--- src/rtl/lsu_byte_master_if.sv ---
// Core request/response and byte-wide RAM port bundle for lsu_byte_master.
// Latency: none, wires only.
// Backpressure: req_ready gates requests; the response and RAM sides have no stall.
// Ports: req_* (core request), trigger (MMIO level), resp_* (completion),
//        mem_* (single-byte RAM transactions, read data one cycle after issue).
interface lsu_byte_master_if #(
    parameter int AW = 17
);
    logic          req_valid;
    logic          req_ready;
    logic          req_we;
    logic [2:0]    req_mode;
    logic [31:0]   req_addr;
    logic [31:0]   req_wdata;
    logic          trigger;
    logic          resp_valid;
    logic [31:0]   resp_rdata;
    logic          resp_err;
    logic          mem_en;
    logic          mem_we;
    logic [AW-1:0] mem_addr;
    logic [7:0]    mem_wdata;
    logic [7:0]    mem_rdata;

    // Load/store unit view.
    modport master (
        input  req_valid, req_we, req_mode, req_addr, req_wdata, trigger, mem_rdata,
        output req_ready, resp_valid, resp_rdata, resp_err,
               mem_en, mem_we, mem_addr, mem_wdata
    );

    // Core + RAM environment view.
    modport slave (
        output req_valid, req_we, req_mode, req_addr, req_wdata, trigger, mem_rdata,
        input  req_ready, resp_valid, resp_rdata, resp_err,
               mem_en, mem_we, mem_addr, mem_wdata
    );
endinterface

--- src/rtl/lsu_byte_master.sv ---
// Splits a word/half/byte load or store into big-endian single-byte RAM transactions.
// Latency: load N+2, store N+1 cycles (N = bytes); MMIO read or illegal mode 1 cycle.
// Backpressure: one request in flight, req_ready only in IDLE; response is a one-cycle pulse.
// Ports: clk, rst_n (async active-low); bus = lsu_byte_master_if.master
//        (req_* core request, trigger, resp_* completion, mem_* byte RAM port).
module lsu_byte_master #(
    parameter int          AW        = 17,
    parameter logic [31:0] MMIO_ADDR = 32'h100
) (
    input  logic                  clk,
    input  logic                  rst_n,
    lsu_byte_master_if.master     bus
);

    typedef enum logic [1:0] {
        IDLE  = 2'd0,
        XFER  = 2'd1,
        DRAIN = 2'd2,
        RESP  = 2'd3
    } state_t;

    state_t        state_q, state_d;
    logic [AW-1:0] addr_q;
    logic [2:0]    mode_q;
    logic          we_q;
    logic [31:0]   wdata_q;
    logic [1:0]    cnt_q;
    logic [31:0]   shift_q;
    logic          rd_pend_q;
    logic          err_q;
    logic          mmio_q;

    logic          req_fire;
    logic          req_illegal;
    logic          req_mmio;
    logic [1:0]    last_cnt;
    logic [1:0]    byte_idx;

    function automatic logic mode_illegal(input logic [2:0] m);
        return (m == 3'b000) || (m == 3'b110) || (m == 3'b111);
    endfunction

    // Final value of cnt for the access size: N-1.
    function automatic logic [1:0] mode_last(input logic [2:0] m);
        case (m)
            3'b001:         return 2'd3;
            3'b010, 3'b100: return 2'd1;
            default:        return 2'd0;
        endcase
    endfunction

    assign req_fire    = (state_q == IDLE) && bus.req_valid;
    assign req_illegal = mode_illegal(bus.req_mode);
    assign req_mmio    = (bus.req_addr == MMIO_ADDR);
    assign last_cnt    = mode_last(mode_q);
    // First beat carries the most significant byte of the sized value.
    assign byte_idx    = last_cnt - cnt_q;

    always_ff @(posedge clk or negedge rst_n) begin
        if (!rst_n) begin
            state_q   <= IDLE;
            addr_q    <= '0;
            mode_q    <= '0;
            we_q      <= 1'b0;
            wdata_q   <= '0;
            cnt_q     <= '0;
            shift_q   <= '0;
            rd_pend_q <= 1'b0;
            err_q     <= 1'b0;
            mmio_q    <= 1'b0;
        end else begin
            state_q   <= state_d;
            // Read data returns one cycle after issue, so capture lags XFER by one.
            rd_pend_q <= (state_q == XFER) && !we_q;
            if (rd_pend_q) begin
                shift_q <= {shift_q[23:0], bus.mem_rdata};
            end
            if (state_q == XFER) begin
                cnt_q <= cnt_q + 2'd1;
            end
            if (req_fire) begin
                addr_q  <= bus.req_addr[AW-1:0];
                mode_q  <= bus.req_mode;
                we_q    <= bus.req_we;
                wdata_q <= bus.req_wdata;
                cnt_q   <= '0;
                err_q   <= req_illegal;
                mmio_q  <= req_mmio && !req_illegal;
                // MMIO reads answer from the trigger level seen at acceptance.
                shift_q <= {31'b0, bus.trigger && req_mmio};
            end
        end
    end

    always_comb begin
        state_d         = state_q;
        bus.req_ready   = 1'b0;
        bus.mem_en      = 1'b0;
        bus.mem_we      = 1'b0;
        bus.mem_addr    = '0;
        bus.mem_wdata   = '0;
        bus.resp_valid  = 1'b0;
        bus.resp_rdata  = '0;
        bus.resp_err    = 1'b0;
        case (state_q)
            IDLE: begin
                bus.req_ready = 1'b1;
                if (bus.req_valid) begin
                    state_d = (req_illegal || req_mmio) ? RESP : XFER;
                end
            end
            XFER: begin
                bus.mem_en    = 1'b1;
                bus.mem_we    = we_q;
                bus.mem_addr  = addr_q + AW'(cnt_q);
                bus.mem_wdata = wdata_q[{byte_idx, 3'b000} +: 8];
                if (cnt_q == last_cnt) begin
                    state_d = we_q ? RESP : DRAIN;
                end
            end
            DRAIN: begin
                state_d = RESP;
            end
            RESP: begin
                bus.resp_valid = 1'b1;
                bus.resp_err   = err_q;
                if (!err_q && !we_q) begin
                    if (mmio_q) begin
                        bus.resp_rdata = shift_q;
                    end else begin
                        case (mode_q)
                            3'b010:  bus.resp_rdata = {{16{shift_q[15]}}, shift_q[15:0]};
                            3'b100:  bus.resp_rdata = {16'b0, shift_q[15:0]};
                            3'b011:  bus.resp_rdata = {{24{shift_q[7]}}, shift_q[7:0]};
                            3'b101:  bus.resp_rdata = {24'b0, shift_q[7:0]};
                            default: bus.resp_rdata = shift_q;
                        endcase
                    end
                end
                state_d = IDLE;
            end
            default: state_d = IDLE;
        endcase
    end

endmodule

--- src/flat_wrapper.sv ---
// flat-port wrapper written by rule: the top's interface ports become plain ports
module lsu_byte_master_flat 
#(
    parameter int          AW        = 17,
    parameter logic [31:0] MMIO_ADDR = 32'h100
)
  (clk, rst_n, bus_req_valid, bus_req_we, bus_req_mode, bus_req_addr, bus_req_wdata, bus_trigger, bus_mem_rdata, bus_req_ready, bus_resp_valid, bus_resp_rdata, bus_resp_err, bus_mem_en, bus_mem_we, bus_mem_addr, bus_mem_wdata);
  lsu_byte_master_if #(.AW(AW)) bus_i ();
  input  logic clk;
  input  logic rst_n;
  input wire logic [$bits(bus_i.req_valid)-1:0] bus_req_valid;
  input wire logic [$bits(bus_i.req_we)-1:0] bus_req_we;
  input wire logic [$bits(bus_i.req_mode)-1:0] bus_req_mode;
  input wire logic [$bits(bus_i.req_addr)-1:0] bus_req_addr;
  input wire logic [$bits(bus_i.req_wdata)-1:0] bus_req_wdata;
  input wire logic [$bits(bus_i.trigger)-1:0] bus_trigger;
  input wire logic [$bits(bus_i.mem_rdata)-1:0] bus_mem_rdata;
  output wire logic [$bits(bus_i.req_ready)-1:0] bus_req_ready;
  output wire logic [$bits(bus_i.resp_valid)-1:0] bus_resp_valid;
  output wire logic [$bits(bus_i.resp_rdata)-1:0] bus_resp_rdata;
  output wire logic [$bits(bus_i.resp_err)-1:0] bus_resp_err;
  output wire logic [$bits(bus_i.mem_en)-1:0] bus_mem_en;
  output wire logic [$bits(bus_i.mem_we)-1:0] bus_mem_we;
  output wire logic [$bits(bus_i.mem_addr)-1:0] bus_mem_addr;
  output wire logic [$bits(bus_i.mem_wdata)-1:0] bus_mem_wdata;
  assign bus_i.req_valid = bus_req_valid;
  assign bus_i.req_we = bus_req_we;
  assign bus_i.req_mode = bus_req_mode;
  assign bus_i.req_addr = bus_req_addr;
  assign bus_i.req_wdata = bus_req_wdata;
  assign bus_i.trigger = bus_trigger;
  assign bus_i.mem_rdata = bus_mem_rdata;
  assign bus_req_ready = bus_i.req_ready;
  assign bus_resp_valid = bus_i.resp_valid;
  assign bus_resp_rdata = bus_i.resp_rdata;
  assign bus_resp_err = bus_i.resp_err;
  assign bus_mem_en = bus_i.mem_en;
  assign bus_mem_we = bus_i.mem_we;
  assign bus_mem_addr = bus_i.mem_addr;
  assign bus_mem_wdata = bus_i.mem_wdata;
  lsu_byte_master #(.AW(AW), .MMIO_ADDR(MMIO_ADDR)) u_core (.clk(clk), .rst_n(rst_n), .bus(bus_i));
endmodule
--- config.mk ---
export PLATFORM = sky130hd
export DESIGN_NAME = lsu_byte_master_flat
export DESIGN_NICKNAME = d
export VERILOG_FILES = /design/src/rtl/lsu_byte_master_if.sv /design/src/rtl/lsu_byte_master.sv /design/src/flat_wrapper.sv
export SDC_FILE = /design/constraint.sdc
export NUM_CORES = 1
export LEC_CHECK = 0
export CAP_MARGIN = 20
export CORE_ASPECT_RATIO = 1.4
export CORE_MARGIN = 4
export CORE_UTILIZATION = 52
export CTS_CLUSTER_DIAMETER = 50
export DETAILED_ROUTE_END_ITERATION = 10
export GPL_TIMING_DRIVEN = 1
export PLACE_DENSITY = 0.95
export SETUP_SLACK_MARGIN = 0.2
export SLEW_MARGIN = 40
export SYNTH_ARGS = -nofsm -noshare
export SYNTH_HDL_FRONTEND = slang
export SYNTH_SLANG_ARGS = --single-unit
--- constraint.sdc ---
create_clock -name clk -period 3.8 [get_ports clk]
set_input_delay 0.95 -clock clk [delete_from_list [all_inputs] [get_ports clk]]
set_output_delay 0.95 -clock clk [all_outputs]
set_load 0.02 [all_outputs]
==> metrics, run 1 <==
Setup Slack @ Placement=158 ps; Port Buffers=141; Worst Path Required=2850 ps; I/O pin count=142; Die ar.=10,900 um2; max cap viols=0; worst-skew pair later-pin latency=340 ps; crit path capture type=primary output; DRC=0; CP peak stage delay=610 ps; min cycle time layout=3580 ps; setup TNS=0 ps; layout net count=765; clock sink count=92; endpoints failing setup=0; Yosys top cell area share=47.6%; Via density=5.66; EDFF count, synth=0; fin worst setup slack=218 ps; crit path cell chain=ha_1, fa_1, nand2_1, nor4_2, xnor2_1, nor2_1, clkdlybuf4s50_1; CTS max path bufs=2; final hold violations=0; ANT cells=0; post-synth top area cell=dfrtp_1; Final Cycle Share=94.3%; Pins Over Slew Limit=0; total track usage=25.7%; synth warn=0; post-route ant nets=0; Distinct cells, synth=43; final RePlAce weighted congestion=0.863; largest net degree at the start of global routing=61; synth-to-layout area growth=38.1%; drt total wl=13,600 um; Post-synth top flop=dfrtp_1; core box area=9030 um2; Area contributors post-synth=dfrtp_1, nand2_1, mux2i_1; cts bufs inserted=9; worst min-delay path class=reg -> reg; CP Launch Type=register; FP Rows=41; total gr overflow=0; Synth Area per Inst=8.92 um2; slew margin rel.=50.2%; Net Count, Synth=630; H-tree Lvls=3; antenna violations before repair=0; Crit Path Max Fanout=4; share of flip-flops with an asynchronous set or reset=100%; HPWL Detailed=9740 um; via count=4,466; PwrDens=795 nW/um2; CTS root buf=clkbuf_16; non-filler cells, final=789; first-pass GRT wire length=21,700 um; 1st-pass router iterations=5; Worst EP arrival=2630 ps; Pleak=0.00312 uW; RSZ-0062 raised after global routing=yes; initial core utilization=53.6%; number of global-route vias before repair=4,565; Core Util, Final=74.0%; Die X=89.5 um; DP Cell Count=770; Crit Path Class=reg -> out; drt wl/cell=17.2 um; Clock Skew=6.77 ps; share of cells above drive strength 1=6.45%; clk slew on worst S/H paths=60 ps; Post-Synthesis Cell Area=4840 um2; CTS tree=yes; worst vdd ir=0.506 mV; Crit path max-delay family=adder cells; most frequent cells in the layout=nand2_1, clkdlybuf4s50_1, dfrtp_1, nor2_1, mux2i_1; Cells after Synth=543; die extent in y=122 um; Synth Register Bits=92; slowest cell on the critical path=clkdlybuf4s50_1; outcome=completed; DRT iter0 DRCs=356; commonest non-fill, non-tap cell in the layout=nand2_1; Max Freq=279 MHz; sequential area share after synthesis=47.6%; CP bufs+invs=1; worst slew pin tran=747 ps
==> state kept, by name (all words and copies together) (netlist names) <==
name / flops
u_core.addr_q: 17
u_core.cnt_q: 2
u_core.err_q: 1
u_core.mmio_q: 1
u_core.mode_q: 3
u_core.rd_pend_q: 1
u_core.shift_q: 32
u_core.state_q: 2
u_core.wdata_q: 32
u_core.we_q: 1
==> power breakdown <==
| group | switching, uW | internal [uW] | total, uW |
|---|---|---|---|
| logic | 1420 | 1170 | 2600 |
| registers | 429 | 1410 | 1840 |
| clock network | 359 | 520 | 879 |
==> kinds of logic (layout without fill, tap and decap cells) <==
kind of cell	count (synthesis)	after routing	synth area share [%]
AO/OA/AOI/OAI	46	46	5.53
XOR/XNOR	16	16	3.20
adder cells (fa/ha/maj)	7	7	1.96
buffers and inverters	38	177	3.36
flip-flops	92	92	47.6
multiplexers	43	43	11.6
AND/OR/NAND/NOR	301	301	26.8
==> path summary, 6_finish.rpt <==
check	to	startpoint	slack, ps	cells after the start
setup / recovery	bus_mem_addr[12]	u_core.cnt_q[0]	220	7
setup reg to reg	u_core.state_q[0]	u_core.mode_q[0]	1430	8
max in group asynchronous	u_core.shift_q[4]	rst_n	2570	2
hold reg to reg	u_core.wdata_q[23]	u_core.wdata_q[23]	480	2
hold / removal	u_core.wdata_q[23]	u_core.wdata_q[23]	480	2
min in group asynchronous	u_core.shift_q[19]	rst_n	570	1
==> metrics by stage <==
step	total power [uW]	hold WS, ps	area, um2
after global placement	4160	449	6330
after floorplan	3430	437	4840
after global routing	5670	491	6680
final	5320	475	6680
after CTS	5240	472	6630
after detailed placement	4310	457	6330
==> tightest hold or removal path, cell delays in order (launching register included) <==
cell and delay, ps:
dfrtp_1 340, nand2_1 50, nand2_1 60
==> cell type report <==
class	instances	area, um2
clock buffers	10	239
clock inverters	5	52.6
fillers	595	2340
inverters	8	32.5
multi-input cells	413	2420
flip-flops and latches	92	2300
well taps	107	134
repair buffers	153	1490
repair inverters	1	7.51
==> repair_timing <==
| item | 4_1_cts | 5_1_grt |
|---|---|---|
| setup buffers | 0 | 3 |
| endpoints found under the hold margin | 0 | 0 |
| hold buffers | 0 | 0 |
| gates cloned | 1 | 0 |
| pin swaps | 0 | 1 |
| endpoints found under the setup margin | 12 | 44 |
| resized for setup | 19 | 12 |
==> Yosys cell counts (all sizes together), types with 2 or more instances <==
cell,n
nand3,8
o31ai,2
mux2i,35
nand2b,3
nor4,9
nand2,191
nand4,6
and3,10
or4,2
a21oi,29
ha,6
a32oi,2
dfrtp,92
buf,6
xor2,10
and2,12
nor3,3
nor2,49
or3,2
clkbuf,24
inv,8
o21ai,6
mux4,8
xnor2,5
==> metal layers <==
metal,GRT usage [%],vias up,share of wire (%)
li1,-,2081,-
met1,30.9,2138,38
met2,43.2,211,52
met3,6.16,36,7.0
met4,11.0,0,3.0
met5,0,-,0
No activity file was read; power rests on OpenSTA's default activity.
==> inputs of run 2 (changes only) <==
CORE_MARGIN = 1.5   (was 4)
==> run 2 against run 1 <==
Compared with the run above: first-iteration DRC count is 27% lower; die area is 9.4% lower; clock power is 4.2% lower; via count is 0.60% higher; largest cell class unchanged; highest routed layer unchanged.
==> metrics, run 2 (synthesis results as in run 1) <==
die extent in y=117 um; DRT iter0 DRCs=260; endpoints failing setup=0; via count=4,493; H-tree Lvls=3; ANT cells=0; RR Startpoint=u_core.mode_q[0]; clock sink count=92; final RePlAce weighted congestion=0.937; Largest regs=u_core.shift_q (32), u_core.wdata_q (32), u_core.addr_q (17); 1st-pass router iterations=6; number of global-route vias before repair=4,439; reg-to-reg slack, setup=1480 ps; synth-to-layout area growth=38.3%; CTS root buf=clkbuf_16; clk slew on worst S/H paths=60 ps; Via density=5.68; post-layout instance area=6690 um2; Port Buffers=141; RSZ-0062 raised after global routing=no; final hold violations=0; I/O pin count=142; cts bufs inserted=9; Setup Slack @ Placement=163 ps; layout net count=766; CP Launch Type=register; total track usage=27.2%; share of cells above drive strength 1=6.14%; setup TNS=0 ps; Placed Area=6350 um2; Pins Over Slew Limit=0; worst-skew pair later-pin latency=340 ps; Final Cycle Share=92.8%; most frequent cells in the layout=nand2_1, clkdlybuf4s50_1, dfrtp_1, nor2_1, mux2i_1; worst vdd ir=0.573 mV; max cap viols=0; Filler Cell Count=601; Crit Path Max Fanout=5; Min-Delay Endpoint=u_core.wdata_q[23]; non-filler cells, final=791; FF-to-FF path depth=8; Max Freq=283 MHz; drt total wl=13,200 um; Clock Skew=5.33 ps; drt wl/cell=16.7 um; largest net degree at the start of global routing=73; worst min-delay path class=reg -> reg; initial core utilization=53.6%; hold path startpoint=u_core.wdata_q[23]; Worst Path Required=2850 ps; DP Cell Count=771; CTS max path bufs=2; fin worst setup slack=272 ps; antenna violations before repair=0; core box area=9030 um2; Die X=84.5 um; worst slew pin tran=677 ps; PwrDens=791 nW/um2; commonest non-fill, non-tap cell in the layout=nand2_1; outcome=completed; min cycle time layout=3530 ps; FP Rows=41; first-pass GRT wire length=21,000 um; crit path capture type=primary output; post-route ant nets=0; FF-to-FF End=u_core.state_q[0]; Hold Path Stages=2; DRC=0; Crit Path Class=reg -> out; slew margin rel.=54.8%; CTS tree=yes; total gr overflow=0; HPWL Detailed=9400 um; Pleak=0.00314 uW; Worst EP arrival=2580 ps; Die ar.=9910 um2
run 2: area by class of cell:
cell class	instances	area, um2	share of cell area, %
multi-input combinational	413	2410	36.1
sequential	92	2300	34.4
timing repair buffer	154	1520	22.7
clock buffer	15	278	4.15
tap	107	134	2.00
inverter	8	32.5	0.486
timing repair inverter	1	7.51	0.112
clock inverter	1	5.00	0.0748
run 2: how the worst max path moves through the flow:
stage | start | endpoint | slack [ps] | cells after the start
final | u_core.mode_q[0] | bus_mem_wdata[0] | 270 | 7
after floorplan | u_core.mode_q[0] | bus_mem_wdata[0] | 880 | 7
after global routing | u_core.mode_q[0] | bus_mem_wdata[5] | 200 | 7
after global placement | u_core.mode_q[2] | bus_mem_wdata[3] | 230 | 7
after CTS | u_core.mode_q[0] | bus_mem_wdata[6] | 150 | 7
after detailed placement | u_core.mode_q[2] | bus_mem_wdata[0] | 160 | 7
run 2: metal layers:
metal  GRT usage [%]  part of all wire, %  up-vias  wire length, um
met5               0                    0        -                0
met4            14.9                  3.9        0              513
met3            4.14                  6.1       44              801
met2            48.6                   53      221             7040
met1            31.6                   37     2143             4870
li1                -                    -     2085                -
run 2: what timing repair did:
action                     CTS  global route
cloned                       1             0
hold buffers                 0             0
pin swaps                    0             1
setup endpoints to repair   12            29
gates resized for setup     18            13
setup buffers                1             2
run 2: per-stage QoR:
stage	total power (uW)	hold WS, ps	util (%)
floorplan	3430	437	-
global placement	4170	450	70.3
detailed placement	4320	456	70.4
CTS	5240	471	73.6
global route	5630	503	74.1
finish	5290	476	74.1
run 2: worst max-delay path, stage by stage, from the launching register on:
cell and delay, ps:
dfrtp_2 450, xor2_1 190, o21ai_2 190, ha_4 250
inv_4 100, mux4_1 570, and2_1 180, dlygate4sd2_1 310
run 2: where the power goes:
part	switching (uW)	total [uW]	leakage [uW]	internal [uW]
Sequential	423	1840	0.00118	1410
Clock	346	842	0.000140	497
Combinational	1430	2610	0.00182	1190
Total	2190	5290	0.00314	3100
==> inputs of run 3 (changes only) <==
ABC_AREA = 1   (was default)
==> run 3 against run 2 <==
Compared with the run above: area after synthesis up 6.1%; die area grew 5.9%; clock power grew 6.8%; first-iteration DRC count grew 15%; worst setup slack better by 83 ps; non-clock buffer count is 3 higher; fmax increased by 2.4%; global-route usage up 0.14 points.
==> metrics, run 3 <==
outcome=completed; RSZ-0062 raised after global routing=no; CTS max path bufs=2; antenna violations before repair=0; Crit Path Class=reg -> out; Crit path max-delay family=buffers and inverters; area of the multi-input gates=2340 um2; share of cells above drive strength 1=10.6%; hold path startpoint=u_core.wdata_q[3]; Area contributors post-synth=dfrtp_1, nand2_1, o21ai_0; H-tree Lvls=3; Port Buffers=141; min cycle time layout=3440 ps; core box area=9510 um2; Filler Cell Count=694; Largest regs=u_core.shift_q (32), u_core.wdata_q (32), u_core.addr_q (17); Final Cycle Share=90.7%; most frequent cells in the layout=nand2_1, clkdlybuf4s50_1, dfrtp_1, inv_1, o21ai_0; share of flip-flops with an asynchronous set or reset=100%; layout net count=905; max cap viols=0; slew margin rel.=58.7%; final RePlAce weighted congestion=0.901; Crit Path Max Fanout=25; RR Startpoint=u_core.mode_q[2]; Hold Worst Slack=480 ps; largest net degree at the start of global routing=68; CTS tree=yes; CTS root buf=clkbuf_16; DRT iter0 DRCs=300; Synth Register Bits=92; worst slew pin tran=620 ps; slowest cell on the critical path=dfrtp_1; post-route ant nets=0; setup TNS=0 ps; Pleak=0.00334 uW; via count=4,991; crit path capture type=primary output; Pins Over Slew Limit=0; EDFF count, synth=0; CP peak stage delay=390 ps; die extent in y=121 um; endpoints failing setup=0; Worst EP arrival=2490 ps; ANT cells=0; DP Cell Count=932; sequential area share after synthesis=44.8%; 1st-pass router iterations=6; Yosys top cell area share=44.8%; Stages on worst setup path=10; Worst Path Required=2850 ps; commonest non-fill, non-tap cell in the layout=nand2_1; drt wl/cell=14.4 um; Post-synth top flop=dfrtp_1; top cells by instance count after synthesis=nand2_1, dfrtp_1, inv_1; FF-to-FF path depth=11; synth-to-layout area growth=36.2%; crit path cell chain=inv_2, nand2_2, nand2_1, a21oi_1, ha_2, buf_6, o21ai_0, nor2_4, nor2_2, dlygate4sd2_1; I/O pin count=142; Via density=5.23; non-filler cells, final=955; total gr overflow=0; reg-to-reg slack, setup=1760 ps; first-pass GRT wire length=22,400 um; cts bufs inserted=9; final hold violations=0; clock sink count=92; Cells after Synth=684; initial core utilization=54.0%; HPWL Detailed=9980 um; post-synth top area cell=dfrtp_1; CP startpoint=u_core.mode_q[2]; worst-skew pair later-pin latency=340 ps; Die X=87.0 um; Synth Area per Inst=7.51 um2; Post-Synthesis Cell Area=5130 um2; PwrDens=811 nW/um2; clk slew on worst S/H paths=70 ps; drt total wl=13,700 um; register area=2300 um2; most common cell in the netlist=nand2_1; Die ar.=10,500 um2; worst min-delay path class=reg -> reg; Net Count, Synth=771; total track usage=27.4%; CP bufs+invs=3; Clock Skew=5.53 ps; DRC=0; FP Rows=42; number of global-route vias before repair=5,039; CP Capture Point=bus_mem_wdata[5]; Distinct cells, synth=37; CP Launch Type=register; Placed Area=6620 um2; worst vdd ir=0.637 mV; FF-to-FF End=u_core.state_q[1]; final total power=5670 uW; Max Freq=290 MHz; synth warn=0; post-layout instance area=6990 um2
run 3: what timing repair did:
action                     in CTS  in global routing
pin swaps                       1                  2
hold buffers                    0                  0
buffers inserted                3                  4
setup endpoints to repair      12                 16
resized for setup              11                 11
run 3: metrics by stage:
stage,setup WS (ps),util (%)
after floorplan,944,-
after global placement,516,69.6
after detailed placement,468,69.6
after CTS,136,72.9
after global routing,185,73.5
final,355,73.5
run 3: power breakdown:
group	switching (uW)	leakage (uW)	internal (uW)
sequential	360	0.00116	1410
clock	387	0.000138	512
combinational	1790	0.00204	1210
total	2540	0.00334	3130
run 3: how the worst min path moves through the flow:
| stage | end | slack (ps) | depth (start not counted) |
|---|---|---|---|
| finish | u_core.wdata_q[3] | 480 | 2 |
| global route | u_core.wdata_q[0] | 500 | 2 |
| CTS | u_core.wdata_q[23] | 480 | 2 |
| detailed placement | u_core.wdata_q[2] | 470 | 2 |
| global placement | u_core.wdata_q[26] | 460 | 2 |
| floorplan | u_core.wdata_q[24] | 450 | 2 |
run 3: area by class of cell:
cell class | count | area share [%]
timing repair buffer | 157 | 22.2
sequential | 92 | 32.9
multi-input combinational | 469 | 33.5
clock buffer | 9 | 3.22
tap | 132 | 2.36
inverter | 89 | 4.78
clock inverter | 7 | 1.07
run 3: worst min-delay path, stage by stage, from the launching register on:
cell and delay, ps:
dfrtp_1 350, nand2_1 50, nand2_1 50
run 3: kinds of logic after synthesis:
kind of cell / share of synthesized area (%)
simple gates: 27.4
compound gates: 14.2
buf+inv: 9.67
flops: 44.8
mux: 1.56
fa+ha+maj: 1.85
xor+xnor: 0.512
run 3: layer usage:
metal | global-route usage (%) | part of all wire, % | vias up
met5 | 0 | 0 | -
met4 | 16.1 | 5.0 | 0
met3 | 5.80 | 5.5 | 60
met2 | 47.1 | 52 | 211
met1 | 30.5 | 37 | 2303
li1 | - | - | 2417
==> RTL edit, RTL diff (settings of run 3) <==
Make the reset (`rst_n`) synchronous in one clocked block. Comments in the files are not updated.
--- a/src/rtl/lsu_byte_master.sv
+++ b/src/rtl/lsu_byte_master.sv
@@ -57,5 +57,5 @@
     assign byte_idx    = last_cnt - cnt_q;
 
-    always_ff @(posedge clk or negedge rst_n) begin
+    always_ff @(posedge clk) begin
         if (!rst_n) begin
             state_q   <= IDLE;
Behaviour: differs if rst_n is asserted again (counterexample within 4 cycles, from zero or initial values and one cycle with rst_n low); with rst_n held inactive, the same outputs for 10 cycles.
==> RTL edit against run 3 <==
Via count grew 3.5%; area after synthesis shrank 11%; highest routed layer unchanged; wire length shrank 2.0%; final area shrank 8.9%; worst setup slack lost 0.071 ns; register-to-register slack lost 0.03 ns; critical path depth grew 1; sequential cell count is the same.
Power is not compared: it rests on default switching activity, and its combinational part moved more than twofold at a synthesized area within 25%.
==> RTL edit: results (changes against run 3) <==
* Met1 usage in global routing at 30.0% (-0.50 points)
* GRT Total Usage at 29.3% (+2.0 points)
* Synth cell types at 30 (-19%)
* Outcome: completed
* Pwr Density at ~530 nW/um2
* Crit path max fanout at 33 (+32%)
* Multi-input logic area at 2260 um2 (-3.6%)
* GP Congestion at 0.979 (+8.7%)
* Asr flop ratio synth at 0% (-100 points)
* XOR/XNOR Fraction of Synth Area at 0.381% (-0.13 points)
* Met2 WL post-DR at 7.23 mm (+0.37%)
* Rel. slew slack at 53.3% (-5.4 points)
* Multi-input gate count at 479 (+2.1%)
* Synth cell count leaders: nand2_1 (144), nor2_1 (102), dfxtp_1 (92), inv_1 (92), a21oi_1 (84)
* Worst Path Arrival at 2.57 ns (+0.08 ns)
* Clock-cell share at 4.71% (+0.42 points)
* Compound-gate portion of the synthesized area at 21.4% (+7.2 points)
* FF/Latch Area at 1840 um2 (-20%)
* Worst vdd ir at 0.452 mV
* Routed Wire Length at 13.5 mm (-2.0%)
* Area contributors post-synth: dfxtp_1 (40%), nand2_1 (12%), a21oi_1 (9.2%)
* Ys flop type: dfxtp_1
* Yosys warns at 0 (unchanged)
* Wire per inst at 14.4 um (+0.33%)
* Repair and plain buffers at 149 (-5.1%)
* Met2 GRT Util at 52.7% (+5.5 points)
* Inverters at 92 (+3.4%)
* Critical Path Slowest Stage Cell: dfxtp_1
* Via/cell ratio at 5.53 (+5.9%)
* Worst r2r path cells at 9 (-2)
* DP Area at 6050 um2 (-8.6%)
* NonClk Buf Share at 23.5% (+1.3 points)
* Synth Area in Adders at 2.07% (+0.22 points)
* Routing usage on met3 at 4.54% (-1.3 points)
* Fin Clk Skew at 0.00734 ns (+0.00181 ns)
* Placed insts at 916 (-1.7%)
* Layout cells sized above 1 at 4.95% (-5.6 points)
* CLK BUF at 10 (+1)
* FP Rows at 40 (-4.8%)
* Largest net degree at the start of global routing at 53 (-22%)
* Slowest cell delay on critical path at 0.37 ns (-0.02 ns)
* Register area share after synthesis at 40.1% (-4.7 points)
* First-pass GRT wire length at 21.5 mm (-4.0%)
* WL met3 at 820 um (+8.2%)
* Number of fill cells at 628 (-9.5%)
* # diodes at 0 (unchanged)
* Wl on met1 at 4.62 mm (-8.9%)
* DP HPWL at 9.50 mm (-4.8%)
* Vias in the first global route at 4983 (-1.1%)
[RTL edit: cell count changes after synthesis, sizes merged, moves of 3 or more]
cell	change
inv	+3
mux2i	-8
nand2	-28
nand3	-25
a21oi	+33
nand4	+3
dfxtp	+92
clkbuf	+5
dfrtp	-92
o22ai	+16
nor2	+17
[RTL edit: repair_timing]
action	4_1_cts	5_1_grt
cloned	0	0
hold buffers	0	0
setup buffers	0	1
endpoints found under the hold margin	0	0
gates resized for setup	13	6
pin swaps	0	0
setup endpoints to repair	11	33
[RTL edit: final timing paths]
path | from | to | slack, ns
min | u_core.wdata_q[12] | u_core.wdata_q[12] | 0.45
min reg2reg | u_core.wdata_q[12] | u_core.wdata_q[12] | 0.45
max | u_core.mode_q[1] | bus_mem_wdata[1] | 0.28
max reg2reg | u_core.state_q[0] | u_core.mode_q[0] | 1.73
[RTL edit: tightest hold or removal path: stages, from the launching register on]
cell and delay [ns]:
dfxtp_1 0.30, inv_1 0.05, a21oi_1 0.05
